<file path="src/rtl/param_updown_counter.sv">
// WIDTH-bit up/down counter with modulus, load, wrap/saturate, carry and overflow.
// Optional prescaler built only when COUNTER_PRESCALE_EN is defined.
module param_updown_counter #(
  parameter int WIDTH     = 4,
  parameter int MAX_VALUE = 15,
  parameter int PRESCALE  = 4
) (
  input  logic             clock,
  input  logic             reset,
  input  logic             enable,
  input  logic             up_down,
  input  logic             load,
  input  logic [WIDTH-1:0] load_value,
  input  logic             sat_mode,
  input  logic             clear_ovf,
  output logic [WIDTH-1:0] counter_out,
  output logic             carry,
  output logic             overflow
);

  localparam logic [WIDTH-1:0] MAX = WIDTH'(MAX_VALUE);
  localparam logic [WIDTH-1:0] ONE = WIDTH'(1);

  if (WIDTH < 2) begin : g_bad_width
    $error("WIDTH must be at least 2");
  end
  if (MAX_VALUE < 0 || MAX_VALUE > (2 ** WIDTH) - 1) begin : g_bad_max
    $error("MAX_VALUE out of range for WIDTH");
  end
  if (PRESCALE < 1) begin : g_bad_pre
    $error("PRESCALE must be at least 1");
  end

  logic step;

`ifdef COUNTER_PRESCALE_EN
  localparam int PW = (PRESCALE > 1) ? $clog2(PRESCALE) : 1;
  localparam logic [PW-1:0] PLAST = PW'(PRESCALE - 1);

  logic [PW-1:0] prescaler;

  assign step = enable && (prescaler == PLAST);

  // Prescaler: counts enabled cycles, restarts on load or terminal value
  always_ff @(posedge clock or negedge reset) begin
    if (!reset) begin
      prescaler <= '0;
    end else if (load) begin
      prescaler <= '0;
    end else if (enable) begin
      if (prescaler == PLAST) prescaler <= '0;
      else prescaler <= prescaler + PW'(1);
    end
  end
`else
  assign step = enable;
`endif

  // Count state: load beats step beats hold; set of overflow beats clear
  always_ff @(posedge clock or negedge reset) begin
    if (!reset) begin
      counter_out <= '0;
      carry       <= 1'b0;
      overflow    <= 1'b0;
    end else begin
      carry <= 1'b0;
      if (clear_ovf) overflow <= 1'b0;
      if (load) begin
        if (load_value > MAX) begin
          counter_out <= MAX;
          overflow    <= 1'b1;
        end else begin
          counter_out <= load_value;
        end
      end else if (step) begin
        if (up_down) begin
          if (counter_out < MAX) begin
            counter_out <= counter_out + ONE;
          end else begin
            overflow <= 1'b1;
            if (!sat_mode) begin
              counter_out <= '0;
              carry       <= 1'b1;
            end
          end
        end else begin
          if (counter_out > '0) begin
            counter_out <= counter_out - ONE;
          end else begin
            overflow <= 1'b1;
            if (!sat_mode) begin
              counter_out <= MAX;
              carry       <= 1'b1;
            end
          end
        end
      end
    end
  end

endmodule

</file>
<file path="config.mk">
export PLATFORM = sky130hd
export DESIGN_NAME = param_updown_counter
export DESIGN_NICKNAME = d
export VERILOG_FILES = /design/src/rtl/param_updown_counter.sv
export SDC_FILE = /design/constraint.sdc
export NUM_CORES = 1
export LEC_CHECK = 0
export CAP_MARGIN = 20
export CORE_MARGIN = 4
export CORE_UTILIZATION = 28
export CTS_CLUSTER_DIAMETER = 30
export DETAILED_ROUTE_END_ITERATION = 6
export MAX_ROUTING_LAYER = met4
export PLACE_DENSITY_LB_ADDON = 0.1
export SYNTH_ARGS = -nofsm -noshare
export SYNTH_HDL_FRONTEND = slang
export SYNTH_SLANG_ARGS = --single-unit
</file>
<file path="constraint.sdc">
create_clock -name clock -period 2.5 [get_ports clock]
set_clock_uncertainty 0.2 [all_clocks]
set_input_delay 0.25 -clock clock [delete_from_list [all_inputs] [get_ports clock]]
set_output_delay 0.25 -clock clock [all_outputs]
set_load 0.02 [all_outputs]
</file>
==> flow_summary.json, run 1 <==
{
  "syn_area_um2": 423,
  "avgSynthCellArea_um2": 8.81,
  "portBuffers": 16,
  "drive_gt1_share_pct": 10.4,
  "hp-class": "in -> async",
  "clock-sinks": 6,
  "path_cells": "inv_1 -> ha_1 -> or3b_4 -> mux2i_4 -> a21oi_2 -> mux2i_1 -> o21ai_1",
  "power_density_nw_per_um2": 553,
  "fmax_mhz": 499,
  "ff2ff_path_depth": 7,
  "syn_inst": 48,
  "synth_edf_count": 0,
  "vias_per_cell": 5.04,
  "arrival_ns": 1.92,
  "slew_viol_final": 0,
  "cts-htree-levels": 1,
  "grt.overflow.total": 0,
  "crit_cells": 7,
  "slowest_delay_ns": 0.45,
  "synth_top_flop_cell": "dfrtp_1",
  "maxCapViolCount": 0,
  "ys_seq_elements": 6,
  "grt_use_total_pct": 11.3,
  "critPathMaxFanout": 8,
  "crit_family": "flip-flops",
  "syn-num-nets": 61,
  "post-dp-hpwl_um": 792,
  "netlist_top_cells_count": "6 x dfrtp_1, 6 x inv_1, 6 x nand2_1",
  "firstDrtPassIters": 2,
  "ys_seq_area_share_pct": 35.5,
  "rsz0062_at_grt": "no",
  "synth_area_leaders": "dfrtp_1 36%, mux2i_1 7.1%, ha_1 5.9%, inv_1 5.3%, mux2i_4 5.3%",
  "required_ns": 2.42,
  "worstSetupEndpointType": "register",
  "n_antenna_cell": 0,
  "synth_top_area_share_pct": 35.5,
  "layout.cells.non_filler": 82,
  "power.leakage_nw": 0.270,
  "hold_violations": 0,
  "setup-tns-final_ns": 0,
  "fin_crit_sh_pct": 80.2,
  "vias": 413,
  "yosysUniqueCellTypes": 22,
  "drc": 0,
  "tightest_slew_ns": 0.307,
  "drt_first_iter_violations": 2,
  "yosysWarningCount": 0,
  "grt_pass1_wl_um": 1640,
  "finalWirelength_um": 963,
  "startpoint": "counter_out[1]$_DFFE_PN0P_",
  "start_util_pct": 31.0,
  "final_area_um2": 628,
  "num_io_pins": 17,
  "die_x_um": 46.9,
  "antenna_found_initial": 0,
  "grt_max_degree": 10,
  "crit_slowest_cell": "dfrtp_1",
  "rows": 13,
  "clk_latency_ns": 0.24,
  "post-cts-setup-buffer-count": 0,
  "die_h_um": 46.9,
  "relSlewSlack_pct": 79.4,
  "crit_type": "reg -> reg",
  "cp.buffers_inverters": 1,
  "gp_congestion": 0.857,
  "ant_nets": 0,
  "irDropWorstVdd_mv": 0.296,
  "r2r-start": "counter_out[1]$_DFFE_PN0P_",
  "fillers": 150,
  "cts_max_path_buffers": 2,
  "clk_pin_slew_ns": 0.04,
  "power.total_w": 0.000348,
  "coreArea_um2": 1370,
  "async_reset_ff_share_pct": 100,
  "fin_nets": 82,
  "ctsResizeCount": 0,
  "start_kind": "register",
  "yosys.area.top_type": "dfrtp_1",
  "grt_pass1_vias": 411,
  "finalSetupViolations": 0,
  "dp.cells": 79,
  "postCtsHoldBufs": 0,
  "root_buffer": "clkbuf_4",
  "status": "finished clean",
  "post_drt_wl_per_cell_um": 11.7,
  "period_needed_ns": 2.01,
  "dpl_cell_area_um2": 606,
  "die_area_um2": 2200,
  "numCtsBuffers": 3,
  "syn2layout_area_growth_pct": 48.5,
  "cts_tree": "done"
}
==> worst paths after layout <==
check / to / slack (ns)
worst max register to register: counter_out[0]$_DFFE_PN0P_ / 0.49
max in group asynchronous: counter_out[0]$_DFFE_PN0P_ / 1.85
worst min-delay path: carry$_DFF_PN0_ / 0.05
worst min register to register: overflow$_DFF_PN0_ / 0.34
min in group clock: overflow$_DFF_PN0_ / 0.34
worst max-delay path: counter_out[0]$_DFFE_PN0P_ / 0.49
==> per-layer routing <==
metal	global-route usage [%]	vias to the layer above	share of wire [%]
li1	-	209	-
met1	13.1	193	46
met2	16.5	11	47
met3	2.30	0	6.2
met4	9.39	0	0
met5	-	-	0
==> area by class of cell <==
| type | count | area, µm² | share of cell area [%] |
|---|---|---|---|
| timing repair buffer | 17 | 168 | 26.7 |
| tap | 15 | 18.8 | 2.99 |
| multi-input combinational | 35 | 246 | 39.2 |
| sequential | 6 | 150 | 23.9 |
| clock buffer | 3 | 22.5 | 3.59 |
| inverter | 6 | 22.5 | 3.59 |
==> layout by cell type (no fill, tap or decap), drive strengths merged, types with 2 or more instances in the layout <==
master,instances
nor2,3
nand3,2
o21ai,5
dfrtp,6
clkbuf,3
xnor2,2
nand2,6
clkdlybuf4s50,16
inv,6
ha,2
a21oi,3
mux2i,4
==> where the power goes <==
group	internal, W	switching, W
Sequential	0.000108	0.0000159
Combinational	0.0000712	0.0000653
Clock	0.0000542	0.0000333
==> cell families after synthesis <==
family / count (synthesis) / share of synthesized area, %
XOR/XNOR: 2 / 4.14
AND/OR/NAND/NOR: 13 / 14.5
multiplexers: 4 / 12.4
buffers and inverters: 7 / 6.21
adder cells (fa/ha/maj): 2 / 5.92
flip-flops: 6 / 35.5
AO/OA/AOI/OAI: 14 / 21.3
==> sequential cells by signal, summed over array words and instances (netlist names) <==
| signal | flops |
|---|---|
| carry | 1 |
| overflow | 1 |
| counter_out | 4 |
==> through the flow <==
| step | hold slack, ns | utilization, % | worst slack, ns |
|---|---|---|---|
| 3_5_place_dp | 0.314 | 44.3 | 0.399 |
| 5_1_grt | 0.0582 | 46.0 | 0.404 |
| 4_1_cts | 0.0518 | 46.0 | 0.489 |
| 2_1_floorplan | -0.246 | - | 0.518 |
| 6_report | 0.0466 | 46.0 | 0.495 |
| 3_3_place_gp | 0.316 | 44.3 | 0.416 |
Note: power is estimated with default switching activity, not from simulation.
==> run 2, diff against run 1 <==
==> constraint.sdc (replaced) <==
create_clock -name clock -period 1.7 [get_ports clock]
set_clock_uncertainty 0.2 [all_clocks]
set_input_delay 0.17 -clock clock [delete_from_list [all_inputs] [get_ports clock]]
set_output_delay 0.17 -clock clock [all_outputs]
set_load 0.02 [all_outputs]
==> flow_summary.json, run 2 (synthesis results as in run 1) <==
{
  "drive_gt1_share_pct": 30.4,
  "finalSetupViolations": 6,
  "die_area_um2": 2200,
  "holdPathStages": 3,
  "fillers": 138,
  "gp_congestion": 0.775,
  "numCtsBuffers": 3,
  "die_h_um": 46.9,
  "clock-sinks": 6,
  "clk_pin_slew_ns": 0.05,
  "met3_usage_pct": 7.28,
  "finalWirelength_um": 1170,
  "grt.overflow.total": 0,
  "mostFrequentLayoutCell": "clkdlybuf4s50_1",
  "rows": 13,
  "clk_latency_ns": 0.25,
  "fin_crit_sh_pct": 111,
  "power_frac_clock_pct": 24.9,
  "drc": 0,
  "num_io_pins": 17,
  "vias_per_cell": 4.87,
  "root_buffer": "clkbuf_4",
  "seq_power_share_pct": 29.1,
  "fmax_mhz": 529,
  "power_switching_w": 0.000196,
  "crit_family": "flip-flops",
  "required_ns": 1.62,
  "power_density_nw_per_um2": 784,
  "power.leakage_nw": 0.331,
  "violations": "negative setup slack",
  "maxCapViolCount": 0,
  "rsz0062_at_grt": "yes",
  "firstDrtPassIters": 4,
  "irDropWorstVdd_mv": 0.433,
  "fin_nets": 93,
  "worstSetupEndpointType": "register",
  "grt_max_degree": 10,
  "tightest_slew_ns": 0.297,
  "start_kind": "register",
  "slowest_delay_ns": 0.41,
  "layout_common_cells": "12 x clkdlybuf4s50_1, 11 x buf_4, 6 x nand2_1",
  "die_x_um": 46.9,
  "post-dp-hpwl_um": 878,
  "crit_cells": 7,
  "coreArea_um2": 1370,
  "hold_slack_ns": 0.265,
  "largest_reg_flops": 4,
  "largest_registers": "counter_out (4), carry (1), overflow (1)",
  "internal_power_w": 0.000388,
  "portBuffers": 16,
  "ff2ff_path_depth": 7,
  "cts_max_path_buffers": 2,
  "crit_type": "reg -> reg",
  "gr-usage-met2_pct": 20.6,
  "grt_pass1_vias": 462,
  "n_antenna_cell": 0,
  "ant_nets": 0,
  "slew_viol_final": 0,
  "timing.final.ws_setup_ns": -0.192,
  "hp-class": "in -> reg",
  "critPathMaxFanout": 4,
  "start_util_pct": 31.0,
  "antenna_found_initial": 0,
  "vias": 458,
  "comb_power_share_pct": 45.9,
  "grt_pass1_wl_um": 1920,
  "cts-htree-levels": 1,
  "crit_slowest_cell": "dfrtp_2",
  "period_needed_ns": 1.89,
  "cp.buffers_inverters": 1,
  "swShare_pct": 33.6,
  "hold_violations": 0,
  "power.total_w": 0.000584,
  "syn2layout_area_growth_pct": 76.0,
  "post_drt_wl_per_cell_um": 12.4,
  "use_met1_pct": 14.8,
  "top_register": "counter_out",
  "cts_tree": "done",
  "busiest_layer": "met2",
  "path_cells": "inv_2 -> ha_4 -> or3b_4 -> mux2i_4 -> a21oi_4 -> mux2i_1 -> o21ai_1",
  "arrival_ns": 1.82,
  "status": "finished with violations",
  "grt_use_total_pct": 13.3,
  "relSlewSlack_pct": 80.1,
  "drt_first_iter_violations": 3
}
-- run 2: changes by cell type in the layout (fill, tap and decap cells not counted), moves of 2 or more --
cell and change:
buf_4 +10, clkdlybuf4s50_1 -4, dlygate4sd2_1 +4, dfrtp_1 -2, dfrtp_2 +2, inv_1 -2, inv_2 +2
-- run 2: worst paths after layout --
check / slack [ns] / to / start
max: -0.19 / counter_out[0]$_DFFE_PN0P_ / counter_out[0]$_DFFE_PN0P_
min: 0.27 / counter_out[0]$_DFFE_PN0P_ / load_value[0]
max reg2reg: -0.19 / counter_out[0]$_DFFE_PN0P_ / counter_out[0]$_DFFE_PN0P_
min reg2reg: 0.32 / overflow$_DFF_PN0_ / overflow$_DFF_PN0_
max in group asynchronous: 0.56 / counter_out[0]$_DFFE_PN0P_ / reset
min in group asynchronous: 0.51 / counter_out[3]$_DFFE_PN0P_ / reset
-- run 2: metrics by stage --
stage                     instances  setup TNS [ns]  area, µm²  utilization, %  setup WS (ns)
after CTS                        92          -0.713        724            53.0         -0.191
after global placement           86          -0.687        686            50.2         -0.185
after detailed placement         86          -0.707        686            50.2         -0.188
final                            94          -0.967        744            54.5         -0.192
after global routing             94           -1.45        744            54.5         -0.303
after floorplan                  48          -0.849        450               -         -0.201
-- run 2: layout make-up --
cell class	count	area [µm²]	share of cell area, %
Clock buffer	4	26.3	3.53
Tap cell	15	18.8	2.52
Multi-Input combinational cell	35	277	37.1
Inverter	6	22.5	3.03
Sequential cell	6	153	20.5
Timing Repair Buffer	28	248	33.3
-- run 2: per-layer routing --
layer	vias to the layer above	part of all wire [%]
met3	0	8.7
li1	231	-
met2	17	50
met4	0	0
met5	-	0
met1	210	41
-- run 2: tightest hold or removal path, stage by stage --
cell and delay (ns):
clkdlybuf4s50_1 0.39, nand2_1 0.06, o21ai_1 0.05
-- run 2: what timing repair did --
item	in CTS	in global routing
buffers inserted	1	2
hold buffers	1	0
hold endpoints to repair	6	0
resized for setup	4	2
endpoints found under the setup margin	10	6
pin swaps	1	2
-- run 2: power by group through the flow --
stage                     Sequential (W)  Combinational [W]  Clock (W)
after floorplan                 0.000205           0.000109          0
after global placement          0.000173           0.000261          0
after detailed placement        0.000173           0.000261          0
after CTS                       0.000170           0.000261   0.000150
after global routing            0.000172           0.000293   0.000166
final                           0.000170           0.000268   0.000146
